`src/rtl/rr_mux_sel_arbiter_if.sv`:
```
// Request/grant bus between the requesters and the round-robin mux-select arbiter.
interface rr_mux_sel_arbiter_if;
    logic [2:0] req;
    logic       done;
    logic [1:0] sel;
    logic [2:0] gnt;
    logic       busy;
    logic       timeout;

    modport master (output req, done, input sel, gnt, busy, timeout);
    modport slave  (input req, done, output sel, gnt, busy, timeout);
endinterface

```
`src/rtl/rr_mux_sel_arbiter.sv`:
```
// Round-robin arbiter driving the 2-bit mux select for three requesters.
// Optional hold-time watchdog enabled by defining ARB_HOLD_TIMEOUT_EN.
module rr_mux_sel_arbiter #(
    parameter int MAX_HOLD = 8,
    parameter int HOLD_W   = 4
) (
    input logic                 clk,
    input logic                 reset,
    rr_mux_sel_arbiter_if.slave bus
);
    localparam logic [0:0] IDLE  = 1'b0;
    localparam logic [0:0] GRANT = 1'b1;

    if (MAX_HOLD < 1 || MAX_HOLD > 15 || (2 ** HOLD_W) <= MAX_HOLD) begin : g_param_check
        $error("rr_mux_sel_arbiter: illegal MAX_HOLD/HOLD_W");
    end

    function automatic logic [1:0] rot_inc(input logic [1:0] v);
        case (v)
            2'd0:    rot_inc = 2'd1;
            2'd1:    rot_inc = 2'd2;
            2'd2:    rot_inc = 2'd0;
            default: rot_inc = 2'd0;
        endcase
    endfunction

    function automatic logic req_at(input logic [2:0] r, input logic [1:0] idx);
        case (idx)
            2'd0:    req_at = r[0];
            2'd1:    req_at = r[1];
            2'd2:    req_at = r[2];
            default: req_at = 1'b0;
        endcase
    endfunction

    function automatic logic [2:0] one_hot(input logic [1:0] idx);
        case (idx)
            2'd0:    one_hot = 3'b001;
            2'd1:    one_hot = 3'b010;
            2'd2:    one_hot = 3'b100;
            default: one_hot = 3'b000;
        endcase
    endfunction

    logic [0:0] state_r, next_state_s;
    logic [1:0] last_r, next_last_s;
    logic [1:0] sel_r, next_sel_s;
    logic [2:0] gnt_r, next_gnt_s;
    logic       busy_r, next_busy_s;
    logic       timeout_r, next_timeout_s;
    logic [1:0] cand1_s, cand2_s, win_s;
    logic       win_valid_s;
    logic       owner_req_s;
    logic       expire_s;
    logic       release_s;

    // Pick the first requester after the last owner, wrapping 2 -> 0.
    always_comb begin
        cand1_s     = rot_inc(last_r);
        cand2_s     = rot_inc(cand1_s);
        win_valid_s = |bus.req;
        if (req_at(bus.req, cand1_s)) begin
            win_s = cand1_s;
        end else if (req_at(bus.req, cand2_s)) begin
            win_s = cand2_s;
        end else begin
            win_s = last_r;
        end
    end

`ifdef ARB_HOLD_TIMEOUT_EN
    logic [HOLD_W-1:0] hold_r;

    // Hold counter: cleared while idle, counts granted cycles, saturates.
    always_ff @(posedge clk or posedge reset) begin
        if (reset) begin
            hold_r <= {HOLD_W{1'b0}};
        end else if (state_r == IDLE) begin
            hold_r <= {HOLD_W{1'b0}};
        end else if (!release_s && hold_r != HOLD_W'(MAX_HOLD)) begin
            hold_r <= hold_r + {{(HOLD_W-1){1'b0}}, 1'b1};
        end else begin
            hold_r <= hold_r;
        end
    end

    assign expire_s = (hold_r == HOLD_W'(MAX_HOLD - 1)) && !bus.done && owner_req_s;
`else
    assign expire_s = 1'b0;
`endif

    assign owner_req_s = req_at(bus.req, sel_r);
    assign release_s   = bus.done || !owner_req_s || expire_s;

    // Next-state and next-output decode; sel is only ever loaded with a winner.
    always_comb begin
        next_state_s   = state_r;
        next_last_s    = last_r;
        next_sel_s     = sel_r;
        next_gnt_s     = gnt_r;
        next_busy_s    = busy_r;
        next_timeout_s = 1'b0;
        case (state_r)
            IDLE: begin
                if (win_valid_s) begin
                    next_state_s = GRANT;
                    next_last_s  = win_s;
                    next_sel_s   = win_s;
                    next_gnt_s   = one_hot(win_s);
                    next_busy_s  = 1'b1;
                end else begin
                    next_gnt_s  = 3'b000;
                    next_busy_s = 1'b0;
                end
            end
            GRANT: begin
                if (release_s) begin
                    next_state_s   = IDLE;
                    next_gnt_s     = 3'b000;
                    next_busy_s    = 1'b0;
                    next_timeout_s = expire_s;
                end else begin
                    next_state_s = GRANT;
                end
            end
            default: begin
                next_state_s = IDLE;
                next_gnt_s   = 3'b000;
                next_busy_s  = 1'b0;
            end
        endcase
    end

    // State and registered outputs.
    always_ff @(posedge clk or posedge reset) begin
        if (reset) begin
            state_r   <= IDLE;
            last_r    <= 2'd2;
            sel_r     <= 2'b00;
            gnt_r     <= 3'b000;
            busy_r    <= 1'b0;
            timeout_r <= 1'b0;
        end else begin
            state_r   <= next_state_s;
            last_r    <= next_last_s;
            sel_r     <= next_sel_s;
            gnt_r     <= next_gnt_s;
            busy_r    <= next_busy_s;
            timeout_r <= next_timeout_s;
        end
    end

    assign bus.sel     = sel_r;
    assign bus.gnt     = gnt_r;
    assign bus.busy    = busy_r;
    assign bus.timeout = timeout_r;
endmodule

```
`src/flat_wrapper.sv`:
```
// flat-port wrapper written by rule: the top's interface ports become plain ports
module rr_mux_sel_arbiter_flat 
#(
    parameter int MAX_HOLD = 8,
    parameter int HOLD_W   = 4
)
  (clk, reset, bus_req, bus_done, bus_sel, bus_gnt, bus_busy, bus_timeout);
  rr_mux_sel_arbiter_if bus_i ();
  input logic clk;
  input logic reset;
  input wire logic [$bits(bus_i.req)-1:0] bus_req;
  input wire logic [$bits(bus_i.done)-1:0] bus_done;
  output wire logic [$bits(bus_i.sel)-1:0] bus_sel;
  output wire logic [$bits(bus_i.gnt)-1:0] bus_gnt;
  output wire logic [$bits(bus_i.busy)-1:0] bus_busy;
  output wire logic [$bits(bus_i.timeout)-1:0] bus_timeout;
  assign bus_i.req = bus_req;
  assign bus_i.done = bus_done;
  assign bus_sel = bus_i.sel;
  assign bus_gnt = bus_i.gnt;
  assign bus_busy = bus_i.busy;
  assign bus_timeout = bus_i.timeout;
  rr_mux_sel_arbiter #(.MAX_HOLD(MAX_HOLD), .HOLD_W(HOLD_W)) u_core (.clk(clk), .reset(reset), .bus(bus_i));
endmodule
```
`config.mk`:
```
export PLATFORM = sky130hd
export DESIGN_NAME = rr_mux_sel_arbiter_flat
export DESIGN_NICKNAME = d
export VERILOG_FILES = /design/src/rtl/rr_mux_sel_arbiter_if.sv /design/src/rtl/rr_mux_sel_arbiter.sv /design/src/flat_wrapper.sv
export SDC_FILE = /design/constraint.sdc
export NUM_CORES = 1
export LEC_CHECK = 0
export ABC_CLOCK_PERIOD_IN_PS = 1000
export CORE_AREA = 2 2 39 41
export DETAILED_ROUTE_END_ITERATION = 7
export DIE_AREA = 0 0 41 43
export PLACE_DENSITY = 0.75
export SYNTH_ARGS = -nofsm -noshare
export SYNTH_HDL_FRONTEND = slang
export SYNTH_SLANG_ARGS = --single-unit
```
`constraint.sdc`:
```
create_clock -name clk -period 1 [get_ports clk]
set_input_delay 0.1 -clock clk [delete_from_list [all_inputs] [get_ports clk]]
set_output_delay 0.1 -clock clk [all_outputs]
set_load 0.1 [all_outputs]
```
==> impl_results.md <==
* Status: complete, but fails checks
* Failing checks: negative setup slack
* Post-route DRC at 0
* Antenna Cells at 0
* MaxCap Viol Count at 0
* Total Wirelength at 1018 um
* # IOs at 13
* Nets@finish at 76
* Total global routing track utilization at 0.1401
* Clock skew at approximately 0.012 ns
* CP Launch Type: register
* Routed vias at 410
* Global-route wire length before repair at around 1600 um
* Worst skew pair latency at ~0.26 ns
* Worst path required time at ~0.90 ns
* Min Tclk post-route at 1.110 ns
* Placer Congestion at between 0.7 and 0.8
* Initial Util at 0.3418
* Sequential element share of the synthesized area at 0.4259
* Setup Viol. Count Final at 7
* Compound-Gate Fraction of Synth Area at 0.3122
* Arrival @ worst endpoint at a little over 1 ns
* CTS tree: built
* Share of cells above drive strength 1 at 0.5072
* Vias in the first global route at 400
* #FFs+latches synth at 8
* Slew Viols, Final at 0
* Drt pass-1 iters at 2
* Layout area overhead at 64.55%
* Hold Path Class: in -> async
* Post-Syn Area at 473.0 um2
* Core ar. at 0.001384 mm2
* CTS buffer count at 3
* Critical path class: reg -> out
* Worst R2R Setup Slack at -0.10 ns
* DR iter-0 viols at 2
* Die width at between 40 and 50 um
* Largest family of logic cells by synthesized area: compound AO/OA/AOI/OAI gates
* Critical path fanouts, max at 3
* H-Tree Depth at 1
* Ys Warns at 0
* FMAX at 0.9006 GHz
* Synthesized area per cell at 10.06 um2
* Post-route ant nets at 0
* IO Port Bufs at 11
* Syn Nets at 53
* Cell area after layout at 778.2 um2
* Most frequent cells in the layout: buf_12 (6), nand2_1 (5), clkdlybuf4s50_1 (5), buf_4 (5)
* Fin crit share at 1.110
* Antenna violations before repair at 0
* Area post-placement at 708.2 um2
* Mux share of post-synthesis cell area at 0.02116
* CTS clk-pin slew, worst paths at 0.07 ns
* Avg WL per Cell at 11.98 um
* RSZ-0062 raised after global routing: true
* Post-Synth Simple-Gate Area at 0.1614
* Root buffer cell: clkbuf_4
* Final HPWL DP at around 740 um
* Crit path setup slack, layout at -0.1104 ns
* Distinct cells, synth at 25
* Die area at 0.001763 mm2
* CP endpoint kind: output pin
* Util after Layout at 0.5624
* Fin. Hold Viols at 0
* Syn Inst Count at between 40 and 50
* Adder and majority cell fraction of the synthesized area at 0
* Total negative slack at -0.5327 ns
* Chip Height at 43 um
* Largest net degree at the start of global routing at 9
* Worst-case clock buffer depth at 2
* Gr ovfl total at 0
* Standard-cell rows at 14
* Clock Sinks at 8
* Most common cell after layout, fill and taps aside: buf_12
* Vias/cell at 4.824
* XOR/XNOR share of the synthesized area at 0
## synthesized netlist by cell type
| library cell | instances | area [um2] |
|---|---|---|
| dfrtp_1 | 7 | 175.2 |
| nand2_1 | 6 | 22.52 |
| inv_1 | 5 | 18.77 |
| o21ai_1 | 3 | 15.01 |
| a31oi_1 | 2 | 12.51 |
| buf_4 | 2 | 15.01 |
| nor2_1 | 2 | 7.510 |
| o21ai_0 | 2 | 10.01 |
| o32ai_2 | 2 | 32.53 |
| a21o_1 | 1 | 7.510 |
| a21oi_1 | 1 | 5.000 |
| a21oi_2 | 1 | 8.760 |
| and2b_1 | 1 | 7.510 |
| conb_1 | 1 | 3.750 |
| dfstp_2 | 1 | 26.28 |
| mux2i_1 | 1 | 10.01 |
| nand2b_1 | 1 | 6.260 |
| nand2b_2 | 1 | 8.760 |
| nand3_2 | 1 | 10.01 |
| nand3b_1 | 1 | 7.510 |
| nor2b_1 | 1 | 6.260 |
| o21a_1 | 1 | 7.510 |
| o21a_4 | 1 | 15.01 |
| o22ai_2 | 1 | 12.51 |
| o31ai_4 | 1 | 21.27 |
## stage by stage
| stage | worst slack, ns | std cells | hold slack (ns) |
|---|---|---|---|
| 6_report | -0.1104 | 85 | 0.08614 |
| 4_1_cts | -0.1145 | 85 | 0.09883 |
| 5_1_grt | -0.1371 | 85 | 0.1210 |
| 3_5_place_dp | -0.2319 | 79 | 0.3686 |
| 3_3_place_gp | -0.2301 | 79 | 0.3633 |
| 2_1_floorplan | -0.2456 | 47 | -0.08524 |
## worst max-delay path, cell delays in order (launching register included)
cell	delay, ns
dfrtp_4	0.48
buf_6	0.13
buf_12	0.15
## area by class of cell
cell class / count / area, um2
fill: 123 / 605.6
timing repair buffer: 20 / 252.7
multi-input combinational: 32 / 251.5
sequential: 8 / 209.0
clock buffer: 4 / 26.28
tap: 16 / 20.02
inverter: 5 / 18.77
## cells by family (layout without fill, tap and decap cells)
logic type	after synthesis	in the layout
AND/OR/NAND/NOR	14	14
multiplexers	1	1
AO/OA/AOI/OAI	16	16
flip-flops	8	8
buffers and inverters	7	29
other	1	1
## worst paths after layout
| kind | start | to | cells past startpoint |
|---|---|---|---|
| worst max-delay path | u_core.bus.sel[1] | bus_sel[1] | 2 |
| worst min-delay path | reset | u_core.state_r | 2 |
| worst max register to register | u_core.bus.sel[1] | u_core.state_r | 3 |
| worst min register to register | u_core.bus.gnt[1] | u_core.bus.gnt[1] | 2 |
| max in group asynchronous | reset | u_core.last_r[1] | 2 |
| min in group clk | bus_done | u_core.state_r | 3 |
## sequential cells by signal (all words and copies together) (netlist names)
| name | cells |
|---|---|
| u_core.state_r | 1 |
| u_core.bus.busy | 1 |
| u_core.last_r | 2 |
| u_core.bus.sel | 1 |
| u_core.bus.gnt | 3 |
## layer usage
| layer | GRT usage | share of wire | vias to the layer above |
|---|---|---|---|
| li1 | - | - | 205 |
| met1 | 0.1700 | 0.44 | 195 |
| met2 | 0.2156 | 0.51 | 8 |
| met3 | 0.04712 | 0.045 | 2 |
| met4 | 0.06000 | 0.0098 | 0 |
| met5 | 0 | 0 | - |
## timing repair
item                                    4_1_cts  5_1_grt
setup buffers                                 2        0
hold buffers                                  0        0
gates resized for setup                       3        6
pin swaps                                     1        3
endpoints found under the setup margin        7       10
Power is left out: the tool's default activity adds up to more than one toggle a clock period on the data nets, which glitch-free logic cannot reach.
